**config.mk**
```make
export PLATFORM = sky130hd
export DESIGN_NAME = mig_u_fetch_ctrl
export DESIGN_NICKNAME = d
export VERILOG_FILES = /design/src/rtl/mig_u_fetch_ctrl.sv
export SDC_FILE = /design/constraint.sdc
export NUM_CORES = 1
export LEC_CHECK = 0
export ABC_AREA = 1
export CORE_MARGIN = 2
export CORE_UTILIZATION = 55
export CTS_CLUSTER_SIZE = 40
export DETAILED_ROUTE_END_ITERATION = 10
export PLACE_DENSITY = 0.8
export SYNTH_ARGS = -nofsm -noshare
export SYNTH_HDL_FRONTEND = slang
export SYNTH_SLANG_ARGS = --single-unit
export TNS_END_PERCENT = 50
```
**constraint.sdc**
```tcl
create_clock -name clk -period 5.3 [get_ports clk]
set_clock_uncertainty 0.1 [all_clocks]
set_input_delay 1.325 -clock clk [delete_from_list [all_inputs] [get_ports clk]]
set_output_delay 1.325 -clock clk [all_outputs]
set_load 0.02 [all_outputs]
```
**src/rtl/mig_u_fetch_ctrl.sv**
```systemverilog
// Instruction fetch controller: issues SRAM word reads and buffers returned instructions with their PCs.
// Latency: an issued read reaches insn_valid SRAM latency + 1 cycles later (when the buffer is empty).
// Backpressure: credit rule (outstanding + buffered < FIFO_DEPTH) holds off reads so the buffer never overflows.
module mig_u_fetch_ctrl #(
    parameter int  ADDR_WIDTH     = 32,
    parameter int  FIFO_DEPTH     = 4,
    localparam int MEM_ADDR_WIDTH = ADDR_WIDTH - 2
) (
    input  logic                      clk,
    input  logic                      rst,
    input  logic [ADDR_WIDTH-1:2]     rst_addr,
    output logic                      sram_rd_en,
    output logic [MEM_ADDR_WIDTH-1:0] sram_rd_addr,
    input  logic                      sram_rd_valid,
    input  logic [31:0]               sram_rd_data,
    input  logic                      redirect_valid,
    input  logic [MEM_ADDR_WIDTH-1:0] redirect_addr,
    output logic                      insn_valid,
    output logic [31:0]               insn_data,
    output logic [MEM_ADDR_WIDTH-1:0] insn_pc,
    input  logic                      insn_ready
);

    localparam int PTR_W = (FIFO_DEPTH > 1) ? $clog2(FIFO_DEPTH) : 1;
    localparam int CNT_W = PTR_W + 1;

    typedef enum logic {ST_FETCH = 1'b0, ST_FLUSH = 1'b1} state_t;

    typedef struct packed {
        logic [31:0]               data;
        logic [MEM_ADDR_WIDTH-1:0] pc;
    } entry_t;

    state_t                    state_q, state_d;
    logic [MEM_ADDR_WIDTH-1:0] fetch_pc_q, fetch_pc_d;
    logic [MEM_ADDR_WIDTH-1:0] ret_pc_q, ret_pc_d;
    logic [CNT_W-1:0]          outst_q, outst_d;
    logic [CNT_W-1:0]          cnt_q, cnt_d;
    logic [PTR_W-1:0]          wr_ptr_q, wr_ptr_d;
    logic [PTR_W-1:0]          rd_ptr_q, rd_ptr_d;
    entry_t                    mem_q [FIFO_DEPTH];
    entry_t                    mem_d [FIFO_DEPTH];

    logic                      issue;
    logic                      push;
    logic                      pop;
    logic                      rsp_dec;
    logic [CNT_W:0]            credit_used;

    // Shared control terms: credit check, issue, push and pop qualifiers
    always_comb begin
        credit_used = {1'b0, outst_q} + {1'b0, cnt_q};
        issue       = (state_q == ST_FETCH) && !redirect_valid && !rst &&
                      (credit_used < (CNT_W+1)'(FIFO_DEPTH));
        push        = sram_rd_valid && (state_q == ST_FETCH) && !redirect_valid;
        pop         = insn_valid && insn_ready;
        // A response with nothing outstanding is a protocol error; never let the counter underflow.
        rsp_dec     = sram_rd_valid && (outst_q != '0);
    end

    // State register
    always_ff @(posedge clk) begin
        if (rst) begin
            state_q <= ST_FETCH;
        end else begin
            state_q <= state_d;
        end
    end

    // Next-state: a redirect or a flush in progress waits until every in-flight read has drained
    always_comb begin
        state_d = state_q;
        if (redirect_valid) begin
            state_d = (outst_d != '0) ? ST_FLUSH : ST_FETCH;
        end else if (state_q == ST_FLUSH) begin
            state_d = (outst_d != '0) ? ST_FLUSH : ST_FETCH;
        end
    end

    // Outputs: read request and buffer head
    always_comb begin
        sram_rd_en   = issue;
        sram_rd_addr = fetch_pc_q;
        insn_valid   = !rst && (cnt_q != '0);
        insn_data    = mem_q[rd_ptr_q].data;
        insn_pc      = mem_q[rd_ptr_q].pc;
    end

    // Datapath next values: PCs, outstanding-read count and buffer bookkeeping
    always_comb begin
        fetch_pc_d = fetch_pc_q;
        ret_pc_d   = ret_pc_q;
        outst_d    = outst_q;
        cnt_d      = cnt_q;
        wr_ptr_d   = wr_ptr_q;
        rd_ptr_d   = rd_ptr_q;
        mem_d      = mem_q;

        case ({issue, rsp_dec})
            2'b10:   outst_d = outst_q + CNT_W'(1);
            2'b01:   outst_d = outst_q - CNT_W'(1);
            default: outst_d = outst_q;
        endcase

        if (redirect_valid) begin
            // Any same-cycle pop is already consumed; everything else in the buffer is stale.
            fetch_pc_d = redirect_addr;
            ret_pc_d   = redirect_addr;
            cnt_d      = '0;
            wr_ptr_d   = '0;
            rd_ptr_d   = '0;
        end else begin
            if (issue) begin
                fetch_pc_d = fetch_pc_q + MEM_ADDR_WIDTH'(1);
            end
            if (push) begin
                mem_d[wr_ptr_q] = '{data: sram_rd_data, pc: ret_pc_q};
                ret_pc_d        = ret_pc_q + MEM_ADDR_WIDTH'(1);
                wr_ptr_d        = wr_ptr_q + PTR_W'(1);
            end
            if (pop) begin
                rd_ptr_d = rd_ptr_q + PTR_W'(1);
            end
            case ({push, pop})
                2'b10:   cnt_d = cnt_q + CNT_W'(1);
                2'b01:   cnt_d = cnt_q - CNT_W'(1);
                default: cnt_d = cnt_q;
            endcase
        end
    end

    // Control and pointer registers with synchronous reset
    always_ff @(posedge clk) begin
        if (rst) begin
            fetch_pc_q <= rst_addr;
            ret_pc_q   <= rst_addr;
            outst_q    <= '0;
            cnt_q      <= '0;
            wr_ptr_q   <= '0;
            rd_ptr_q   <= '0;
        end else begin
            fetch_pc_q <= fetch_pc_d;
            ret_pc_q   <= ret_pc_d;
            outst_q    <= outst_d;
            cnt_q      <= cnt_d;
            wr_ptr_q   <= wr_ptr_d;
            rd_ptr_q   <= rd_ptr_d;
        end
    end

    // Buffer storage; contents are only meaningful under cnt_q, so no reset is needed
    always_ff @(posedge clk) begin
        mem_q <= mem_d;
    end

endmodule

```
==> flow_summary.json, run 1 <==
{
  "finalHoldViolCount": 0,
  "ant_nets": 0,
  "layout.cells.non_filler": 1807,
  "fmax_ghz": 0.214,
  "ir_worst_vdd_v": 0.000228,
  "num_rows": 58,
  "finalSetupTns_ns": 0,
  "min_period_over_period_pct": 88.2,
  "syn-cell-area_um2": 14000,
  "rsz0062_at_grt": "no",
  "critPathKind": "reg -> out",
  "path_max_fanout": 78,
  "io_buffers": 190,
  "grt_usage_pct": 23.5,
  "synth.avg_cell_area_um2": 11.1,
  "antenna_found_initial": 0,
  "seq_area_frac_synth_pct": 67.4,
  "clockBufferDepth": 3,
  "vias": 10200,
  "grt_max_degree": 79,
  "power.switching_mw": 1.44,
  "synth_cells": 1265,
  "crit_arrival_ns": 3.25,
  "ff2ff_setup_slack_ns": 2.98,
  "seqPwrFrac_pct": 52.6,
  "use_met2_pct": 41.5,
  "design_area_um2": 17300,
  "p_total_mw": 5.87,
  "cpMostUsedCell": "buf_4",
  "die_h_um": 164,
  "ios": 191,
  "clk_pin_slew_worst_paths_ns": 0.06,
  "internal-power_mw": 4.43,
  "post-dp-hpwl_um": 20700,
  "max_cap_viol_count": 0,
  "post-route-min-period_ns": 4.67,
  "p_leak_nw": 6.22,
  "grt_use_met3_pct": 4.19,
  "routed_wl_um": 31900,
  "yosys_warnings": 0,
  "power.density_nw_per_um2": 340,
  "drcViolationCount": 0,
  "busiest_layer": "met2",
  "path_cells": "buf_4, buf_4, o21ai_0, o22ai_1, clkdlybuf4s50_1",
  "detail_route.wl_per_cell_um": 17.6,
  "hold_buffers": 0,
  "dieWidth_um": 164,
  "critPathBufInv": 3,
  "core_um2": 25100,
  "via_per_inst": 5.62,
  "pwr-share-clk_pct": 34.9,
  "grt_pass1_wl_um": 49500,
  "dp_cells": 1750,
  "swShare_pct": 24.5,
  "tightest_slew_ns": 1.03,
  "grt_pass1_vias": 9772,
  "max_slew_margin_pct": 31.5,
  "cpPeakStageDelay_ns": 0.70,
  "first_pass_iters": 5,
  "grt_overflow_total": 0,
  "ys_types": 36,
  "slew_viol_final": 0,
  "tritoncts": "done",
  "crit_slowest_cell": "buf_4",
  "syn_nets": 1374,
  "area_growth_pct": 22.9,
  "first_iter_violations": 812,
  "outcome": "completed",
  "end_kind": "output pin",
  "mostFrequentLayoutCell": "edfxtp_1",
  "initial_utilization_pct": 55.9,
  "ctsResizeCount": 0,
  "drive_gt1_share_pct": 7.38,
  "cp_data_required_time_ns": 3.88,
  "setup_viol": 0,
  "post_cts_buffers": 0,
  "cp_top_family": "buffers and inverters",
  "dpl_cell_area_um2": 16300,
  "n_antenna_cell": 0,
  "hp-class": "reg -> reg",
  "clk_latency_ns": 0.55,
  "gp_congestion": 0.856,
  "root_buffer": "clkbuf_16",
  "htreeDepth": 1,
  "startpoint_type": "register",
  "met1_usage_pct": 30.4,
  "fin_nets": 1562,
  "die_area_um2": 26800,
  "ys_ff_latch": 319,
  "pwr-share-comb_pct": 12.4,
  "cts.sinks": 319,
  "cts-buffers-inserted": 31,
  "final_cell_mix": "308 x edfxtp_1, 215 x nand2_1, 206 x nor2_1"
}
power groups by stage:
stage / Sequential (mW) / Clock (mW) / Combinational [mW]
after floorplan: 3.14 / 0 / 0.362
after global placement: 3.13 / 0 / 0.710
after detailed placement: 3.14 / 0 / 0.727
after CTS: 3.09 / 2.07 / 0.733
after global routing: 3.11 / 2.17 / 0.799
final: 3.09 / 2.05 / 0.729
cell usage after synthesis, drive strengths merged:
cell type  number  area share [%]
or2             2           0.089
o21bai          3            0.16
a21o            1           0.053
o31ai           1           0.053
nand4           5            0.22
o31a            1           0.062
clkbuf         30            0.80
xnor2           7            0.44
a31oi           1           0.045
nor3            3            0.11
o211ai          1           0.053
buf            23            0.98
inv            75             2.0
xor2            7            0.44
a22oi          29             1.5
nand2         228             6.4
a21oi           9            0.32
fa              2            0.29
ha             10            0.89
nand3b          1           0.053
and2            1           0.045
nor2          233             7.2
o21ai         154             5.5
o22ai          62             2.8
edfxtp        308              66
a22o            1           0.062
dfxtp          11             1.6
nand3          56             2.0
cell type report:
| cell class | instances | area (um^2) |
|---|---|---|
| Tap cell | 330 | 413 |
| Clock inverter | 11 | 93.8 |
| Multi-Input combinational cell | 818 | 4080 |
| Sequential cell | 319 | 9470 |
| Fill cell | 1805 | 7840 |
| Timing Repair Buffer | 208 | 2070 |
| Inverter | 75 | 283 |
| Clock buffer | 46 | 852 |
worst min-delay path, delay by kind of cell, from the launching register on:
family / cells / cell delay (ns)
AOI/OAI and AO/OA: 1 / 0.07
buffers and inverters: 1 / 0.09
DFF: 1 / 0.33
per-stage QoR:
stage | utilization [%] | worst slack, ns | hold WS, ns
6_report | 68.8 | 0.627 | 0.437
5_1_grt | 68.8 | 0.447 | 0.461
4_1_cts | 68.8 | 0.651 | 0.439
3_5_place_dp | 65.0 | 0.955 | 0.420
3_3_place_gp | 65.0 | 0.981 | 0.409
2_1_floorplan | - | 0.478 | 0.380
flip-flops by register name (all words and copies together) (netlist names):
| register | count |
|---|---|
| rd_ptr_q | 2 |
| wr_ptr_q | 2 |
| ret_pc_q | 30 |
| outst_q | 3 |
| mem_q | 248 |
| cnt_q | 3 |
| sram_rd_addr | 30 |
| state_q | 1 |
path summary, 6_finish.rpt:
check	startpoint	endpoint	cells past startpoint
worst min register to register	wr_ptr_q[1]	wr_ptr_q[1]	2
worst min-delay path	wr_ptr_q[1]	wr_ptr_q[1]	2
worst max register to register	state_q	mem_q[230]	4
worst max-delay path	rd_ptr_q[0]	insn_data[5]	5
kinds of logic (layout without fill, tap and decap cells):
group / after synthesis / after routing / synth area share (%)
and+or+nand+nor: 529 / 529 / 16.1
buffers and inverters: 128 / 340 / 3.79
adders and majority gates: 12 / 12 / 1.18
AOI/OAI and AO/OA: 263 / 263 / 10.6
DFF: 319 / 319 / 67.4
xor gates and xnor gates: 14 / 14 / 0.873
layer usage:
| metal | vias to the layer above | wire length [um] |
|---|---|---|
| met5 | - | 0 |
| met4 | 0 | 506 |
| met3 | 40 | 2650 |
| met2 | 422 | 15900 |
| met1 | 4841 | 12800 |
| li1 | 4847 | - |
No activity file was read; power rests on OpenSTA's default activity.
==> inputs of run 2 (changes only) <==
- CORE_UTILIZATION: 55 -> 50
- CTS_BUF_LIST: not set -> sky130_fd_sc_hd__clkbuf_16
- PLACE_DENSITY: 0.8 -> 0.77
- clock period: 5.3 -> 4 ns (I/O delays scaled with it)
==> run 2 against run 1 <==
Effect of this change:
- combinational power increased by 32%
- hold slack improved by 0.0073 ns
- cell count up 3.2%
- sequential share of layout area shrank 0.64 points
- first-iteration DRC count fell by 6.3%
- clock-buffer cell count decreased by 11
- sequential power grew 32%
- via count shrank 0.48%
- critical path depth decreased by 1
- routed wire length up 0.46%
- flip-flop and latch count stayed put
- power up 35%
==> flow_summary.json, run 2 (same netlist as run 1, synthesis figures left out) <==
{
  "outcome": "completed",
  "finalHoldViolCount": 0,
  "crit_slowest_cell": "clkdlybuf4s50_1",
  "ir_worst_vdd_v": 0.000272,
  "power.density_nw_per_um2": 454,
  "path_max_fanout": 71,
  "grt_pass1_wl_um": 49700,
  "r2r_cells": 10,
  "pre_cts_slack_ns": 0.383,
  "clk_latency_ns": 0.50,
  "dp_cells": 1804,
  "grt_overflow_total": 0,
  "fin_nets": 1571,
  "htreeDepth": 2,
  "die_h_um": 172,
  "setup_slack_ns": 0.202,
  "fmax_ghz": 0.263,
  "grt_pass1_vias": 9642,
  "n_antenna_cell": 0,
  "setup_viol": 0,
  "path_cells": "buf_4, o21ai_0, o22ai_1, clkdlybuf4s50_1",
  "p_total_mw": 7.94,
  "timing.rr.end": "state_q",
  "cts.sinks": 319,
  "layout.cells.non_filler": 1864,
  "post_cts_buffers": 0,
  "min_to": "wr_ptr_q[1]",
  "hp-class": "reg -> reg",
  "ios": 191,
  "clockBufferDepth": 3,
  "grt_usage_pct": 21.8,
  "post-route-min-period_ns": 3.80,
  "first_iter_violations": 761,
  "first_pass_iters": 5,
  "vias": 10100,
  "max_cap_viol_count": 0,
  "min_path_cells": 2,
  "mostFrequentLayoutCell": "edfxtp_1",
  "ff2ff_setup_slack_ns": 1.69,
  "timing.hold.ws_ns": 0.444,
  "startpoint_type": "register",
  "critPathBufInv": 2,
  "final_cell_mix": "308 x edfxtp_1, 215 x nand2_1, 206 x nor2_1",
  "core_um2": 27700,
  "die_area_um2": 29400,
  "antenna_found_initial": 0,
  "ctsResizeCount": 0,
  "end_kind": "output pin",
  "tritoncts": "done",
  "design_area_um2": 17500,
  "root_buffer": "clkbuf_16",
  "largest-register": "mem_q",
  "min_from": "wr_ptr_q[1]",
  "via_per_inst": 5.42,
  "initial_utilization_pct": 50.7,
  "cp_data_required_time_ns": 2.90,
  "min_period_over_period_pct": 94.9,
  "routed_wl_um": 32000,
  "max_slew_margin_pct": 29.8,
  "largest_reg_flops": 248,
  "drive_gt1_share_pct": 8.08,
  "cpPeakStageDelay_ns": 0.68,
  "crit_arrival_ns": 2.70,
  "tightest_slew_ns": 1.05,
  "cts-buffers-inserted": 34,
  "cp_top_family": "buffers and inverters",
  "num_rows": 61,
  "ant_nets": 0,
  "hold_buffers": 0,
  "clk_pin_slew_worst_paths_ns": 0.06,
  "critPathKind": "reg -> out",
  "grt_max_degree": 72,
  "drcViolationCount": 0,
  "post-dp-hpwl_um": 20600,
  "r2r_start": "outst_q[1]",
  "dpl_cell_area_um2": 16400,
  "area_growth_pct": 24.4,
  "detail_route.wl_per_cell_um": 17.2,
  "slew_viol_final": 0,
  "gp_congestion": 0.902,
  "rsz0062_at_grt": "no",
  "p_leak_nw": 6.32,
  "io_buffers": 190,
  "dieWidth_um": 172
}
-- run 2: cell types whose count changed in the layout (fill, tap and decap cells not counted), sizes merged --
| cell | delta |
|---|---|
| inv | +5 |
| clkbuf | -11 |
| clkinv | +9 |
| buf | +6 |
-- run 2: worst reg2reg max path, cell delays in order (launching register included) --
cell	delay, ns
dfxtp_1	0.42
ha_1	0.26
nand3_1	0.09
nand4_1	0.14
ha_1	0.28
fa_1	0.39
nand2_1	0.08
nand3_1	0.09
xnor2_1	0.14
o21ai_0	0.16
inv_1	0.06
-- run 2: how the worst max path moves through the flow --
stage / start / endpoint / slack (ns) / depth (start not counted)
after global placement: rst / sram_rd_en / 0.38 / 5
after floorplan: redirect_valid / mem_q[0] / -0.50 / 3
after global routing: rd_ptr_q[0] / insn_pc[18] / 0.14 / 4
after detailed placement: rst / sram_rd_en / 0.38 / 5
after CTS: rd_ptr_q[0] / insn_pc[18] / 0.22 / 4
final: rd_ptr_q[0] / insn_pc[18] / 0.20 / 4
-- run 2: cell type report --
| type | count | area [um^2] |
|---|---|---|
| fillers | 2151 | 10200 |
| flip-flops and latches | 319 | 9470 |
| multi-input cells | 818 | 4080 |
| repair buffers | 214 | 2130 |
| clock buffers | 35 | 876 |
| well taps | 378 | 473 |
| inverters | 75 | 283 |
| clock inverters | 25 | 158 |
-- run 2: power by group --
part | internal [mW] | switching [mW]
Clock | 1.66 | 1.22
Combinational | 0.417 | 0.549
Sequential | 3.91 | 0.182
-- run 2: routing by layer --
metal	up-vias	track usage, %	wire length (um)
li1	4862	-	-
met1	4789	28.1	13200
met2	404	37.3	15500
met3	46	4.76	2760
met4	0	5.93	633
met5	-	0	0
-- run 2: through the flow --
stage               util, %  setup TNS (ns)
finish                 63.1               0
CTS                    63.1               0
global placement       59.3               0
global route           63.1               0
floorplan                 -         -123.20
detailed placement     59.3               0
==> variant, RTL diff (flow settings as in run 2) <==
Change the parameter `ADDR_WIDTH` from 32 to 40.
--- a/src/rtl/mig_u_fetch_ctrl.sv
+++ b/src/rtl/mig_u_fetch_ctrl.sv
@@ -4,3 +4,3 @@
 module mig_u_fetch_ctrl #(
-    parameter int  ADDR_WIDTH     = 32,
+    parameter int  ADDR_WIDTH     = 40,
     parameter int  FIFO_DEPTH     = 4,
Ports: changed (resized insn_pc, redirect_addr, rst_addr and sram_rd_addr); port bits go from 191 to 223. The function was not compared with the original's and may differ.
==> variant against run 2 <==
Hold slack got worse by 0.0051 ns; worst setup slack improved by 0.012 ns; total power rose by 22%; area after synthesis rose by 16%; sequential cell count rose by 48; first-iteration DRC count rose by 28%; cell area rose by 17%; fmax rose by 0.32%; via count rose by 17%; wire length rose by 21%.
==> variant: results <==
export IMPL_grt_max_degree=117
export IMPL_final_layout_size_suffix_gt1_frac=0.0767
export IMPL_grt_pass1_wl_um=60300
export IMPL_clock_latency_ns=0.52
export IMPL_cts_buffers=38
export IMPL_drtIter0Drc=973
export IMPL_maxSlewHeadroom=0.615
export IMPL_finalCriticalPeriod_ns=3.79
export IMPL_cts_buffer_depth=3
export IMPL_syn_inst=1458
export IMPL_cts_root_buf="clkbuf_16"
export IMPL_hp_class="reg -> reg"
export IMPL_synth_nets=1583
export IMPL_async_reset_ff_frac=0
export IMPL_wl_um=38900
export IMPL_synthTopCellsByArea="edfxtp_1 (66%), nor2_1 (5.4%), o21ai_0 (5.4%)"
export IMPL_synthDistinctLibCells=42
export IMPL_grt_pass1_vias=11600
export IMPL_use_met2=0.396
export IMPL_placed_cell_area_sq_mm=0.0191
export IMPL_cts_resized=0
export IMPL_antenna_found_initial=0
export IMPL_clk_pin_slew_worst_paths_ns=0.06
export IMPL_r2r_slack_ns=1.48
export IMPL_worstPathMaxFanout=53
export IMPL_post_cts_buffers=0
export IMPL_fin_tns_setup_ns=0
export IMPL_reg2reg_depth=15
export IMPL_cellLeakagePower_nw=7.26
export IMPL_num_nets_final=1806
export IMPL_holdPathEnd="cnt_q[1]"
export IMPL_worstPathArrival_ns=2.69
export IMPL_diodes=0
export IMPL_gr_usage_met1=0.299
export IMPL_vdd_drop_max_mv=0.279
export IMPL_worstReg2RegEnd="state_q"
export IMPL_final_cells=2150
export IMPL_status="finished, final reports clean"
export IMPL_viasPerCell=5.51
export IMPL_grt_usage=0.229
export IMPL_first_pass_iters=5
export IMPL_worstHoldPathCells=2
export IMPL_numPortBuffers=222
export IMPL_grtUsageMet3=0.0381
export IMPL_critPathCapture="insn_data[8]"
export IMPL_hpwlAfterDp_um=25100
export IMPL_largest_register_ffs=280
export IMPL_ys_warn_count=0
export IMPL_gp_congestion=0.881
export IMPL_cts_max_level=2
export IMPL_synth_edff_count=356
export IMPL_dp_cells=2083
export IMPL_top_register="mem_q"
export IMPL_ys_seq_area_frac=0.671
export IMPL_r2r_start="outst_q[1]"
export IMPL_ys_top_cells_by_count="edfxtp_1 (356), nor2_1 (235), nand2_1 (215)"
export IMPL_whs_ns=0.439
export IMPL_post_place_ws_ns=0.246
export IMPL_startpoint="rd_ptr_q[0]"
export IMPL_worstHoldStart="cnt_q[1]"
-- variant: cell types whose count changed after synthesis, sizes merged, moves of 5 or more --
cell,before,now
o22ai,62,70
nor3,3,8
clkbuf,30,41
nor2,233,256
inv,75,86
a22oi,29,37
nand3,56,67
xor2,7,18
edfxtp,308,356
nand4,5,15
xnor2,7,17
o21ai,154,186
-- variant: cells by family (layout without fill, tap and decap cells) --
family                   Yosys count  count (layout)  share of synthesized area
AND/OR/NAND/NOR                  581             581                      0.154
flip-flops                       367             367                      0.671
AO/OA/AOI/OAI                    313             313                      0.109
buffers and inverters            149             399                     0.0361
XOR/XNOR                          35              35                     0.0189
adder cells (fa/ha/maj)           12              12                     0.0102
multiplexers                       1               1                   0.000616
-- variant: where the power goes --
| group | leakage, nW | switching (mW) | internal, mW |
|---|---|---|---|
| combinational | 3.13 | 0.663 | 0.525 |
| sequential | 3.44 | 0.246 | 4.53 |
| clock | 0.686 | 1.40 | 2.29 |
| total | 7.26 | 2.31 | 7.34 |
-- variant: critical path, cell delays in order, from the launching register on --
cell and delay [ns]:
dfxtp_4 0.45, inv_4 0.35, buf_12 0.28, buf_4 0.21, o21ai_0 0.08, o22ai_1 0.12
clkdlybuf4s50_1 0.62
-- variant: per-layer routing --
layer  vias up  part of all wire  wire (um)
met5         -                 0          0
met4         0             0.022        855
met3        68             0.073       2850
met2       463              0.49      18900
met1      5675              0.42      16300
li1       5638                 -          -
-- variant: area by class of cell --
| type | instances | area, sq um |
|---|---|---|
| clock inverter | 26 | 293 |
| timing repair buffer | 245 | 2490 |
| multi-input combinational | 942 | 4790 |
| fill | 2462 | 11900 |
| tap | 442 | 553 |
| clock buffer | 41 | 1030 |
| inverter | 87 | 329 |
| sequential | 367 | 10900 |
